--- src/rtl/alu_exec_unit.sv ---
`default_nettype none
// ============================================================================
// Module      : alu_exec_unit
// Description : Multi-cycle execute stage placed downstream of the 8x16
//               register file. It captures two source operands and a
//               destination index on an accepted start. It computes
//               ADD / AND / NOT / PASSA in one cycle, or MUL by iterative
//               shift-add. It then drives the register-file write port for
//               exactly one cycle and produces LC-3 style NZP condition codes.
//
//               Optional feature macro: ALU_MUL_EN
//                 defined   : MUL state, iteration counter and accumulator are
//                             built in. Op=100 takes WIDTH+1 cycles to writeback.
//                 undefined : Op=100 decodes as PASSA with single-cycle timing.
//
// Ports       : clk     in   rising-edge clock
//               rst_n   in   asynchronous active-low reset
//               start   in   operation request, honoured only while ready=1
//               op      in   3-bit opcode (000 ADD, 001 AND, 010 NOT,
//                            011 PASSA, 100 MUL, others PASSA)
//               a, b    in   WIDTH-bit source operands (SR1_Out / SR2_Out)
//               dr_in   in   destination register index
//               ready   out  high only while idle
//               load    out  one-cycle register-file write strobe
//               dr_out  out  destination index, valid while load=1
//               result  out  write data, held until the next writeback
//               nzp     out  {N,Z,P} of the last written result
//
// Revision    : 1.0 - initial release
// ============================================================================
module alu_exec_unit #(
    parameter int WIDTH = 16
) (
    input  logic             clk,
    input  logic             rst_n,
    input  logic             start,
    input  logic [2:0]       op,
    input  logic [WIDTH-1:0] a,
    input  logic [WIDTH-1:0] b,
    input  logic [2:0]       dr_in,
    output logic             ready,
    output logic             load,
    output logic [2:0]       dr_out,
    output logic [WIDTH-1:0] result,
    output logic [2:0]       nzp
);

    localparam logic [2:0] OP_ADD   = 3'b000;
    localparam logic [2:0] OP_AND   = 3'b001;
    localparam logic [2:0] OP_NOT   = 3'b010;
    localparam logic [2:0] OP_PASSA = 3'b011;
    localparam logic [2:0] OP_MUL   = 3'b100;

    localparam logic [2:0] NZP_ZERO = 3'b010;

    typedef enum logic [1:0] {
        S_IDLE = 2'd0,
        S_EXEC = 2'd1,
        S_MUL  = 2'd2,
        S_WB   = 2'd3
    } state_t;

    state_t           state;
    state_t           state_next;

    logic [WIDTH-1:0] a_q;
    logic [WIDTH-1:0] b_q;
    logic [2:0]       op_q;

    logic             accept;
    logic             go_mul;
    logic [WIDTH-1:0] alu_res;

    // Exactly one bit is set: negative takes priority over zero by
    // construction, because a zero value never has its MSB set.
    function automatic logic [2:0] nzp_of(input logic [WIDTH-1:0] v);
        logic [2:0] f;
        if (v[WIDTH-1])     f = 3'b100;
        else if (v == '0)   f = 3'b010;
        else                f = 3'b001;
        return f;
    endfunction

    assign accept = (state == S_IDLE) && start;

`ifdef ALU_MUL_EN
    localparam int CNT_W = (WIDTH > 1) ? $clog2(WIDTH) : 1;

    logic [CNT_W-1:0] cnt;
    // Only the low WIDTH bits of the product are written back. Bits shifted
    // past WIDTH never affect those bits, so the accumulator is WIDTH wide.
    logic [WIDTH-1:0] acc;
    logic [WIDTH-1:0] partial;
    logic [WIDTH-1:0] acc_sum;
    logic             mul_last;

    assign partial  = b_q[cnt] ? (a_q << cnt) : '0;
    assign acc_sum  = acc + partial;
    assign mul_last = (cnt == CNT_W'(WIDTH - 1));
    assign go_mul   = (op == OP_MUL);
`else
    assign go_mul   = 1'b0;
`endif

    // Single-cycle ALU. Op=100 only reaches here when MUL is not built in,
    // and in that case it falls through to PASSA with every other unused code.
    always_comb begin
        alu_res = a_q;
        case (op_q)
            OP_ADD:   alu_res = a_q + b_q;
            OP_AND:   alu_res = a_q & b_q;
            OP_NOT:   alu_res = ~a_q;
            OP_PASSA: alu_res = a_q;
            default:  alu_res = a_q;
        endcase
    end

    always_comb begin
        state_next = state;
        case (state)
            S_IDLE: if (start) state_next = go_mul ? S_MUL : S_EXEC;
            S_EXEC: state_next = S_WB;
`ifdef ALU_MUL_EN
            S_MUL:  if (mul_last) state_next = S_WB;
`else
            S_MUL:  state_next = S_IDLE;
`endif
            S_WB:   state_next = S_IDLE;
            default: state_next = S_IDLE;
        endcase
    end

    always_comb begin
        ready = (state == S_IDLE);
        load  = (state == S_WB);
    end

    always_ff @(posedge clk or negedge rst_n) begin
        if (!rst_n) begin
            state  <= S_IDLE;
            a_q    <= '0;
            b_q    <= '0;
            op_q   <= '0;
            dr_out <= '0;
            result <= '0;
            nzp    <= NZP_ZERO;
        end else begin
            state <= state_next;
            if (accept) begin
                a_q    <= a;
                b_q    <= b;
                op_q   <= op;
                dr_out <= dr_in;
            end
            if (state == S_EXEC) begin
                result <= alu_res;
                nzp    <= nzp_of(alu_res);
            end
`ifdef ALU_MUL_EN
            if ((state == S_MUL) && mul_last) begin
                result <= acc_sum;
                nzp    <= nzp_of(acc_sum);
            end
`endif
        end
    end

`ifdef ALU_MUL_EN
    always_ff @(posedge clk or negedge rst_n) begin
        if (!rst_n) begin
            cnt <= '0;
            acc <= '0;
        end else if (accept) begin
            cnt <= '0;
            acc <= '0;
        end else if (state == S_MUL) begin
            cnt <= cnt + 1'b1;
            acc <= acc_sum;
        end
    end
`endif

endmodule
`default_nettype wire

--- config.mk ---
export PLATFORM = sky130hd
export DESIGN_NAME = alu_exec_unit
export DESIGN_NICKNAME = d
export VERILOG_FILES = /design/src/rtl/alu_exec_unit.sv
export SDC_FILE = /design/constraint.sdc
export NUM_CORES = 1
export LEC_CHECK = 0
export BUFFER_PORTS_ARGS = -buffer_cell sky130_fd_sc_hd__buf_4
export CAP_MARGIN = 20
export CORE_UTILIZATION = 50
export CTS_CLUSTER_DIAMETER = 30
export DETAILED_ROUTE_END_ITERATION = 12
export PLACE_DENSITY = 0.85
export SYNTH_ARGS = -nofsm -noshare
export SYNTH_HDL_FRONTEND = slang
export SYNTH_SLANG_ARGS = --single-unit
--- constraint.sdc ---
create_clock -name clk -period 3.3 [get_ports clk]
set_input_delay 0.165 -clock clk [delete_from_list [all_inputs] [get_ports clk]]
set_output_delay 0.165 -clock clk [all_outputs]
set_load 0.01 [all_outputs]
# Word level (Yosys, flattened, before mapping)
# Index checks and enable logic that the tools add are counted.
[word_totals] ram_bits=0 rom_bits=0 out_inout_bits=24 word_cells=26 inputBits=41 latchBits=0 register_bits=59 memories=0
[classes] n_eq_ne=6 n_mux=5 n_reduce_logical=5 n_shift=0 multipliers=0 magnitude_cmp=0 n_div=0 add_sub_neg=1 bitwise=2
[op_table] operator="$pmux 16 s3" count=1
[op_table] operator="$add 16x16->16" count=1
[op_table] operator="$and 16x16->16" count=1
[op_table] operator="$logic_not 16->1" count=1
[op_table] operator="$not 16->16" count=1
[op_table] operator="$pmux 2 s3" count=1
[op_table] operator="$eq 2x2->1 const B" count=2
[op_table] operator="$mux 2" count=2
[op_table] operator="$eq 3x1->1 const B" count=1
[op_table] operator="$eq 3x2->1 const B" count=1
[op_table] operator="$logic_not 3->1" count=1
[op_table] operator="$mux 3" count=1
[op_table] operator="$eq 2x1->1 const B" count=1
[op_table] operator="$logic_not 2->1" count=1
[op_table] operator="$ne 2x2->1 const B" count=1
[op_table] operator="$reduce_or 2->1" count=1
[op_table] operator="$logic_and 1x1->1" count=1

# Longest topological paths before layout
# Gate-level depths: netlist (run 1).
[depth] ltp_word=5 ltp_mapped=11 ltp_nobuf=11

# Worst setup path after synthesis (run 1)
# Ideal clock, no wire load.
[synth_path] kind="register to register" from="register a_q[0]" to="register nzp[0]" required_time_ns=3.179 t_arrival_ns=2.832 period_less_slack_ns=2.953 n_path_buf=0 setup_time_ns=0.121 slack_ns=0.347 path_stages_with_launch=12 cell_sequence="dfrtp_1 -> ha_1 -> fa_1 -> a21o_1 -> a221oi_4 -> o21bai_1 -> xor2_1 -> a221oi_1 -> nand4_1 -> nor4b_2 -> nand4_1 -> a22o_1"
[synth_via] elab_chain_cells=5 word_cells_on_any_way=7 classes_between="1 x add/sub; 3 x mux; 2 x bitwise; 1 x reduce/logical"
[synth_rtl] element="from (decl)" line_no="66" source="logic [WIDTH-1:0] a_q;"
[synth_rtl] element="from (signal assigned)" line_no="141" source="a_q <= '0;"
[synth_rtl] element="from (signal assigned)" line_no="150" source="a_q <= a;"
[synth_rtl] element="$add 16x16->16 (tied with other cells)" line_no="110" source="OP_ADD: alu_res = a_q + b_q;"
[synth_rtl] element="$pmux 16 s3 *" line_no="109" source="case (op_q)"
[synth_rtl] element="$logic_not 16->1" line_no="79" source="else if (v == '0) f = 3'b010;"
[synth_rtl] element="$mux 2" line_no="79"
[synth_rtl] element="$mux 3 *" line_no="78" source="if (v[WIDTH-1]) f = 3'b100;"
[synth_rtl] element="to (signal assigned)" line_no="157" source="nzp <= nzp_of(alu_res);"
[synth_rtl] element="to (decl)" line_no="45" source="output logic [2:0] nzp"
# Every way passes the cells marked *; elsewhere a longest branch is shown, timed or not.
# A chain may end at the register's enable or synchronous reset.

# Worst setup path after layout (run 1)
# Ends and elaborated chain as after synthesis.

==> results of run 1 <==
==> worst paths after layout <==
path | slack (ns) | end | from | cells past startpoint
max in group asynchronous | 2.37 | op_q[2]$_DFFE_PN0P_ | rst_n | 2
min reg2reg | 0.47 | state[0]$_DFFE_PN0P_ | state[1]$_DFFE_PN0P_ | 1
min | 0.04 | state[0]$_DFFE_PN0P_ | start | 3
max reg2reg | 0.16 | nzp[0]$_DFFE_PN0P_ | a_q[0]$_DFFE_PN0P_ | 12
min in group asynchronous | 0.42 | op_q[0]$_DFFE_PN0P_ | rst_n | 2
max | 0.16 | nzp[0]$_DFFE_PN0P_ | a_q[0]$_DFFE_PN0P_ | 12
==> cell usage after synthesis, types with 5 or more instances <==
library cell  instances
dfrtp_1              57
mux2_2               40
nand2_1              36
nor2_1               30
a21oi_1              28
o21ai_0              23
ha_1                 16
clkbuf_1              9
buf_2                 6
a21o_1                5
mux2i_1               5
xnor2_1               5
xor2_1                5
==> report_power, final <==
part | internal [mW] | switching, mW
clock | 0.466 | 0.285
combinational | 1.60 | 1.80
sequential | 1.07 | 0.337
==> final cells by class <==
| type | instances | area, um^2 |
|---|---|---|
| Clock buffer | 12 | 155 |
| Clock inverter | 4 | 75.1 |
| Fill cell | 561 | 2450 |
| Inverter | 5 | 18.8 |
| Multi-Input combinational cell | 264 | 1940 |
| Sequential cell | 58 | 1450 |
| Tap cell | 80 | 100 |
| Timing Repair Buffer | 76 | 573 |
==> critical path, delay by kind of cell (launching register included) <==
kind                       cells  cell delay, ns
xor gates and xnor gates       1            0.08
adders and majority gates      2            0.57
and+or+nand+nor                3            0.57
AOI/OAI and AO/OA              5            1.21
DFF                            1            0.42
buffers and inverters          1            0.18
==> flip-flops by register name (all words and copies together) (netlist names) <==
signal,cells
a_q,16
b_q,16
result,16
dr_out,3
op_q,3
nzp,2
state,2
==> cells by family after synthesis <==
kind of cell	Yosys count
compound gates	95
xor+xnor	10
fa+ha+maj	17
buf+inv	24
flops	58
mux	45
simple gates	97
==> through the flow <==
step / setup slack [ns] / hold WS, ns / instances / power [mW] / util, %
3_5_place_dp: 0.0265 / 0.265 / 478 / 4.69 / 59.5
4_1_cts: 0.0249 / 0.0309 / 495 / 5.45 / 63.1
6_report: 0.160 / 0.0397 / 499 / 5.56 / 63.8
3_3_place_gp: 0.142 / 0.259 / 478 / 4.60 / 59.5
2_1_floorplan: 0.347 / -0.131 / 346 / 3.83 / -
5_1_grt: 0.0136 / 0.0361 / 499 / 6.01 / 63.8
==> metal layers <==
metal	vias to the layer above	global-route usage [%]	routed length, um
met5	-	0	0
met4	0	8.64	162
met3	14	4.23	363
met2	85	36.7	3670
met1	1395	32.9	3770
li1	1405	-	-
==> what timing repair did <==
action | CTS | global route
resized for setup | 0 | 4
hold buffers | 1 | 0
setup buffers | 0 | 4
hold endpoints to repair | 57 | 0
endpoints found under the setup margin | 0 | 2
==> reports/results.ini, run 1 <==
[outcome]
status=finished clean

[floorplan]
ios=65
fp.dieArea_mm2=0.00733
die_h_um=85.6
start_util_pct=51.7
rows=30
fp.coreArea_mm2=0.00676
chipWidth_um=85.6

[logic_synthesis]
synth.area.top_cells=dfrtp_1 (41%), mux2_2 (13%), ha_1 (5.7%)
synth.area.mux_share_pct=14.3
synth_top_family_by_area=compound AO/OA/AOI/OAI gates
yosys.area_share.xor_xnor_pct=2.51
netlist_instances=346
netlist.area_leader.share_pct=40.8
synth_top_cell_by_area=dfrtp_1
synthAdderAreaFrac_pct=6.30
synth_edf_count=0
synth_simple_gate_area_share_pct=13.6
ys_warn_count=0
ys_types=60
synth_flop_cell=dfrtp_1
syn_area_mm2=0.00349
ys_seq_elements=58
synth_nets=404
syn_avg_cell_area_um2=10.1
ys_seq_area_share_pct=41.6
async_flop_share_pct=100
synth_compound_area_share_pct=18.1

[final_layout]
mostFrequentLayoutCell=buf_4
drive_above_1_share_pct=35.6
syn2layout_area_growth_pct=23.3
num_antenna_cells=0
final_cell_mix=buf_4 (75), dfrtp_1 (57), mux2_2 (40)
stdcell_area_mm2=0.00431
fin_nets=472

[critical_path]
path_class=register to register
arrival_ns=3.37
path_cells=ha_2 > fa_2 > a21o_1 > a221oi_4 > buf_4 > a221oi_2 > nor3_2 > xnor2_1 > a221o_1 > nor4b_2 > nand4_1 > a22o_1
cp-end-kind=register
required_ns=3.53
critPathLaunchType=register
crit_fanout=4
cpMaxStageDelayCell=dfrtp_1
critPathMaxStageDelay_ns=0.42

[route]
wirelength_um=7970
vias=2899
drt_first_pass_iters=4
routedWlPerCell_um=16.0
first_iter_violations=111
vias_per_cell=5.81
drc_errors=0
ant_nets=0

[clocking]
insertion_delay_ns=0.34
cts_buffers=9
clock_sinks=58
clockBufferDepth=2
clock-root-buffer=clkbuf_8
path_clk_slew_ns=0.07
cts_tree=yes
h-tree-depth=3

[placed_design]
placed_area_mm2=0.00402
place.port_buffers=64
gp_congestion=0.926
dpl.hpwl_um=5960

[pwr]
power.density_mw_per_mm2=1290
irDropWorstVdd_uv=530
power.leakage_nw=1.93

[global_routing]
antenna_found_initial=0
overflow=0
track_usage_pct=23.5
grt_start_max_net_pins=59
grt_pass1_vias=2761
grt_pass1_wl_um=13300

[timing]
worst_pin_slew_ns=0.871
finalCriticalPeriod_ns=3.14
finalCritPeriodShare_pct=95.1
hold_viol=0
setup_viol=0
rsz0062_at_grt=no
drv_slew=0
clock-skew-final_ns=0.00943
slew-limit-headroom_pct=41.9
setup-tns-final_ns=0
fmax_ghz=0.319

[worst_hold_path]
hp-class=input pin to register

[job]
drv_cap=0

Power figures use the tool's default switching activity.
==> run 2, diff against run 1 <==
--- a/config.mk
+++ b/config.mk
@@ -7,6 +7,7 @@
 export LEC_CHECK = 0
 export BUFFER_PORTS_ARGS = -buffer_cell sky130_fd_sc_hd__buf_4
 export CAP_MARGIN = 20
+export CORE_MARGIN = 2
 export CORE_UTILIZATION = 50
 export CTS_CLUSTER_DIAMETER = 30
 export DETAILED_ROUTE_END_ITERATION = 12
==> run 2 against run 1 <==
Net effect:
- sequential power about the same
- clock-buffer cell count increased by 2
- critical path depth decreased by 1
- non-clock buffer count decreased by 3
- core utilization decreased by 0.67 points
- via count increased by 1.6%
- register-to-register slack improved by 0.06 ns
- clock skew about the same
==> reports/results.ini, run 2 (same netlist as run 1, synthesis figures left out) <==
[placed_design]
gp_congestion=0.936  ; +1.1%
place.port_buffers=64  ; unchanged
dp_worst_setup_slack_ns=0.112  ; +0.0859 ns
placed_area_mm2=0.00404  ; +0.50%
dpl.hpwl_um=6140  ; +3.0%

[timing]
timing.hold.ws_ns=0.0165  ; -0.0233 ns
rsz0062_at_grt=no
fin_ws_ns=0.218  ; +0.0571 ns
worst_pin_slew_ns=0.890  ; +0.0192 ns
setup_viol=0  ; unchanged
setup-tns-final_ns=0  ; unchanged
drv_slew=0  ; unchanged
finalCritPeriodShare_pct=93.4  ; -1.7 points
slew-limit-headroom_pct=40.7  ; -1.3 points
fmax_ghz=0.324  ; +1.9%
clock-skew-final_ns=0.00976  ; +0.000326 ns
finalCriticalPeriod_ns=3.08  ; -0.0571 ns
hold_viol=0  ; unchanged

[job]
drv_cap=0  ; unchanged

[final_layout]
fillerInstances=557  ; -0.71%
syn2layout_area_growth_pct=22.7
num_antenna_cells=0  ; unchanged
fin_util_pct=63.1  ; -0.67 points
mostFrequentLayoutCell=buf_4
drive_above_1_share_pct=35.1  ; -0.46 points
seq_area_mm2=0.00145  ; unchanged
final_cell_mix=buf_4 (72), dfrtp_1 (57), mux2_2 (40)
fin_nets=469  ; -0.64%
multi_input_comb_area_mm2=0.00194  ; +0.19%
reg_top3=a_q x16, b_q x16, result x16
stdcell_area_mm2=0.00429  ; -0.49%

[clocking]
cts_tree=yes
clockBufferDepth=2  ; unchanged
path_clk_slew_ns=0.07  ; about the same
insertion_delay_ns=0.34  ; about the same
cts_buffers=9  ; unchanged
h-tree-depth=3  ; unchanged
clock_sinks=58  ; unchanged
clock-root-buffer=clkbuf_8

[route]
drt_first_pass_iters=7  ; +3
vias=2945  ; +1.6%
first_iter_violations=222  ; +100%
vias_per_cell=5.75  ; -0.99%
drc_errors=0  ; unchanged
ant_nets=0  ; unchanged
wirelength_um=8410  ; +5.6%
routedWlPerCell_um=16.4  ; +2.9%

[pwr]
irDropWorstVdd_uv=528  ; -0.33%
p_clk_share_pct=12.4  ; -1.1 points
power.density_mw_per_mm2=1280  ; -0.50%
intPower_mw=3.06  ; -2.7%
comb_power_share_pct=61.9  ; +0.8 points
power.switching_mw=2.45  ; +1.2%
seqPwrFrac_pct=25.7  ; +0.3 points
switching_share_pct=44.5  ; +0.96 points
power.leakage_nw=1.91  ; -0.68%

[floorplan]
ios=65  ; unchanged
fp.dieArea_mm2=0.00767  ; +4.7%
start_util_pct=51.4  ; -0.29 points
fp.coreArea_mm2=0.00679  ; +0.56%
chipWidth_um=87.6  ; +2.3%
die_h_um=87.6  ; +2.3%
rows=30  ; unchanged

[critical_path]
required_ns=3.53  ; about the same
critPathLaunchType=register
crit_fanout=5  ; +1
cp-end-kind=register
arrival_ns=3.31  ; -0.06 ns
path_class=register to register

[global_routing]
grt_pass1_wl_um=14000  ; +5.5%
grt_start_max_net_pins=59  ; unchanged
overflow=0  ; unchanged
antenna_found_initial=0  ; unchanged
track_usage_pct=23.7  ; +0.22 points
grt_pass1_vias=2865  ; +3.8%

[worst_hold_path]
hp-class=input pin to register

[outcome]
status=finished clean

==> run 2: worst paths after layout <==
| path | start | end | slack [ns] | depth (start not counted) |
|---|---|---|---|---|
| setup reg to reg | a_q[0]$_DFFE_PN0P_ | nzp[0]$_DFFE_PN0P_ | 0.22 | 11 |
| min in group asynchronous | rst_n | op_q[0]$_DFFE_PN0P_ | 0.43 | 2 |
| setup / recovery | a_q[0]$_DFFE_PN0P_ | nzp[0]$_DFFE_PN0P_ | 0.22 | 11 |
| hold reg to reg | state[1]$_DFFE_PN0P_ | state[0]$_DFFE_PN0P_ | 0.45 | 1 |
| hold / removal | op[0] | op_q[0]$_DFFE_PN0P_ | 0.02 | 3 |
| max in group asynchronous | rst_n | result[6]$_DFFE_PN0P_ | 2.38 | 2 |
==> run 2: power groups by stage <==
stage	Sequential (mW)	Clock, mW	Combinational [mW]
final	1.41	0.683	3.41
after global placement	1.39	0	3.19
after detailed placement	1.42	0	3.29
after global routing	1.46	0.727	3.77
after floorplan	1.35	0	2.48
after CTS	1.41	0.690	3.32
==> run 2: final cells by class <==
cell class                 instances  share of cell area, %
clock buffer                      14                   4.03
multi-input combinational        264                   45.2
inverter                           5                  0.438
timing repair buffer              73                   12.8
sequential                        58                   33.9
clock inverter                     2                  0.817
tap                               96                   2.80
==> run 2: per-stage QoR <==
step / instances / power, mW
2_1_floorplan: 346 / 3.83
3_3_place_gp: 494 / 4.58
3_5_place_dp: 494 / 4.71
4_1_cts: 511 / 5.42
5_1_grt: 512 / 5.95
6_report: 512 / 5.50
==> run 2: routing by layer <==
metal  track usage [%]  vias up  wire length (um)
li1                  -     1394                 -
met1              32.0     1408              3830
met2              36.8      122              3870
met3              5.56       21               504
met4              9.65        0               213
met5                 0        -                 0
==> run 2: worst max-delay path, cell delays in order (launching register included) <==
cell and delay, ns:
dfrtp_1 0.42, ha_2 0.22, fa_2 0.35, a21o_1 0.21
a221oi_4 0.38, a221oi_2 0.13, nor3_2 0.15, xnor2_1 0.08
a221o_1 0.35, nor4b_2 0.29, nand4_1 0.15, a22o_1 0.23
==> run 2: what timing repair did <==
action | in CTS | in global routing
hold buffers | 1 | 0
endpoints found under the hold margin | 57 | 0
setup endpoints to repair | 0 | 2
setup buffers | 0 | 1
gates resized for setup | 0 | 5
==> run 3, diff against run 2 <==
--- a/config.mk
+++ b/config.mk
@@ -11,7 +11,7 @@
 export CORE_UTILIZATION = 50
 export CTS_CLUSTER_DIAMETER = 30
 export DETAILED_ROUTE_END_ITERATION = 12
-export PLACE_DENSITY = 0.85
+export PLACE_DENSITY = 0.73
 export SYNTH_ARGS = -nofsm -noshare
 export SYNTH_HDL_FRONTEND = slang
 export SYNTH_SLANG_ARGS = --single-unit
==> constraint.sdc (replaced) <==
create_clock -name clk -period 3.7 [get_ports clk]
set_input_delay 0.185 -clock clk [delete_from_list [all_inputs] [get_ports clk]]
set_output_delay 0.185 -clock clk [all_outputs]
set_load 0.01 [all_outputs]
==> run 3 against run 2 <==
Net effect:
- clock skew down 0.0058 ns
- highest routed layer unchanged
- global-route usage down 1.0 points
- core utilization down 1.2 points
- maximum frequency down 5.9%
- final area down 1.9%
- critical path depth unchanged
- power down 14%
- clock-buffer cell count down 2
==> reports/results.ini, run 3 (same netlist as run 1, synthesis figures left out) <==
[timing]
fmax_ghz=0.305  ; -5.9%
finalCriticalPeriod_ns=3.28  ; +0.193 ns
finalCritPeriodShare_pct=88.5  ; -4.9 points
setup-tns-final_ns=0  ; unchanged
hold_viol=0  ; unchanged
worst_pin_slew_ns=0.864  ; -0.0259 ns
fin_ws_ns=0.425  ; +0.207 ns
drv_slew=0  ; unchanged
slew-limit-headroom_pct=42.4  ; +1.7 points
setup_viol=0  ; unchanged
clock-skew-final_ns=0.00392  ; -0.00583 ns
rsz0062_at_grt=no

[outcome]
status=finished clean

[global_routing]
overflow=0  ; unchanged
grt_pass1_wl_um=13500  ; -3.2%
track_usage_pct=22.7  ; -1.0 points
grt_pass1_vias=2824  ; -1.4%
grt_start_max_net_pins=59  ; unchanged
antenna_found_initial=0  ; unchanged

[route]
wl_met2_um=3460  ; -11%
wl_met3_um=444  ; -12%
wirelength_um=7840  ; -6.8%
routedWlPerCell_um=15.5  ; -5.7%
highest_layer=met4
first_iter_violations=133  ; -40%
wl_met1_um=3770  ; -1.4%
drc_errors=0  ; unchanged
vias_per_cell=5.62  ; -2.3%
drt_first_pass_iters=4  ; -3
ant_nets=0  ; unchanged
vias=2845  ; -3.4%

[pwr]
irDropWorstVdd_uv=437  ; -17%
power.leakage_nw=1.88  ; -2.0%
power.density_mw_per_mm2=1120  ; -13%

[critical_path]
r2r_start=a_q[0]$_DFFE_PN0P_
cp-end-kind=register
path_class=register to register
rrSetupSlack_ns=0.42  ; +0.21 ns
rr_worst_depth=11  ; unchanged
arrival_ns=3.51  ; +0.20 ns
crit_fanout=5  ; unchanged
required_ns=3.93  ; +0.40 ns
critPathLaunchType=register
rr_endpoint=nzp[0]$_DFFE_PN0P_

[final_layout]
final_cell_mix=buf_4 (67), dfrtp_1 (57), mux2_2 (40)
num_antenna_cells=0  ; unchanged
reg_top3=a_q x16, b_q x16, result x16
fillerInstances=571  ; +2.5%
fin_util_pct=61.9  ; -1.2 points
fin_nets=464  ; -1.1%
instances_no_fill=506  ; -1.2%
drive_above_1_share_pct=32.9  ; -2.2 points
mostFrequentLayoutCell=buf_4
syn2layout_area_growth_pct=20.4

[clocking]
clock_sinks=58  ; unchanged
cts_resized=0  ; unchanged
clock-root-buffer=clkbuf_8
clockBufferDepth=2  ; unchanged
cts_buffers=9  ; unchanged
h-tree-depth=3  ; unchanged
cts_tree=yes
insertion_delay_ns=0.34  ; about the same
post_cts_buffers=0  ; unchanged
path_clk_slew_ns=0.06  ; about the same

[placed_design]
gp_congestion=0.905  ; -3.3%
placed_cells=490  ; -0.81%
dp_worst_setup_slack_ns=0.467  ; +0.354 ns
dpl.hpwl_um=5800  ; -5.5%
place.port_buffers=64  ; unchanged

[job]
drv_cap=0  ; unchanged

[floorplan]
rows=30  ; unchanged
die_h_um=87.6  ; unchanged
fp.dieArea_mm2=0.00767  ; unchanged
start_util_pct=51.4  ; unchanged
chipWidth_um=87.6  ; unchanged
fp.coreArea_mm2=0.00679  ; unchanged
ios=65  ; unchanged

[worst_hold_path]
hp-class=input pin to register
hold_start=op[0]
hold_end=op_q[0]$_DFFE_PN0P_
hold_depth=3  ; unchanged

[run 3: cell count changes in the layout (fill, tap and decap cells not counted)]
cell / change
o21bai_1: +1
clkbuf_8: -2
fa_1: +1
ha_1: +1
clkinv_2: +1
ha_2: -1
a221oi_1: +2
a221oi_2: -2
buf_4: -5
fa_2: -1
o21bai_2: -1
[run 3: worst max-delay path, stage by stage, from the launching register on]
cell and delay [ns]:
dfrtp_1 0.42, ha_1 0.25, fa_1 0.41, a21o_1 0.23
a221oi_4 0.35, o21bai_1 0.15, a21o_1 0.20, a21o_1 0.18
xor2_1 0.14, a221oi_1 0.43, nand4_1 0.18, a22o_1 0.23
[run 3: routing by layer]
metal | vias up | global-route usage (%)
li1 | 1382 | -
met1 | 1364 | 31.6
met2 | 85 | 34.6
met3 | 14 | 4.24
met4 | 0 | 10.2
met5 | - | 0
[run 3: repair_timing]
item,in CTS,in global routing
hold buffers,1,0
endpoints found under the hold margin,57,0
endpoints found under the setup margin,0,0
[run 3: cell type report]
cell class / instances / area [um^2] / share of cell area, %
repair buffers: 68 / 513 / 12.2
inverters: 5 / 18.8 / 0.446
multi-input cells: 264 / 1920 / 45.6
flip-flops and latches: 58 / 1450 / 34.5
well taps: 96 / 120 / 2.85
clock buffers: 12 / 145 / 3.45
clock inverters: 3 / 40.0 / 0.952
[run 3: power by group]
group	internal (mW)	total (mW)	switching [mW]	leakage (nW)
Sequential	0.959	1.23	0.267	0.691
Combinational	1.34	2.92	1.58	1.09
Clock	0.324	0.564	0.240	0.0962
[run 3: stage by stage]
step	power, mW	hold WS [ns]	area, um^2
finish	4.71	0.0534	4210
global route	5.13	0.0607	4210
CTS	4.71	0.0392	4210
detailed placement	4.13	0.295	4010
global placement	4.07	0.291	4010
floorplan	3.41	-0.111	3490
[run 3: worst max path at each step]
| stage | start | endpoint | slack, ns | cells past startpoint |
|---|---|---|---|---|
| 3_5_place_dp | a_q[0]$_DFFE_PN0P_ | nzp[0]$_DFFE_PN0P_ | 0.47 | 11 |
| 2_1_floorplan | a_q[0]$_DFFE_PN0P_ | nzp[0]$_DFFE_PN0P_ | 0.75 | 11 |
| 4_1_cts | a_q[0]$_DFFE_PN0P_ | nzp[0]$_DFFE_PN0P_ | 0.46 | 11 |
| 3_3_place_gp | a_q[0]$_DFFE_PN0P_ | nzp[0]$_DFFE_PN0P_ | 0.57 | 11 |
| 5_1_grt | a_q[0]$_DFFE_PN0P_ | nzp[0]$_DFFE_PN0P_ | 0.24 | 11 |
| 6_report | a_q[0]$_DFFE_PN0P_ | nzp[0]$_DFFE_PN0P_ | 0.42 | 11 |
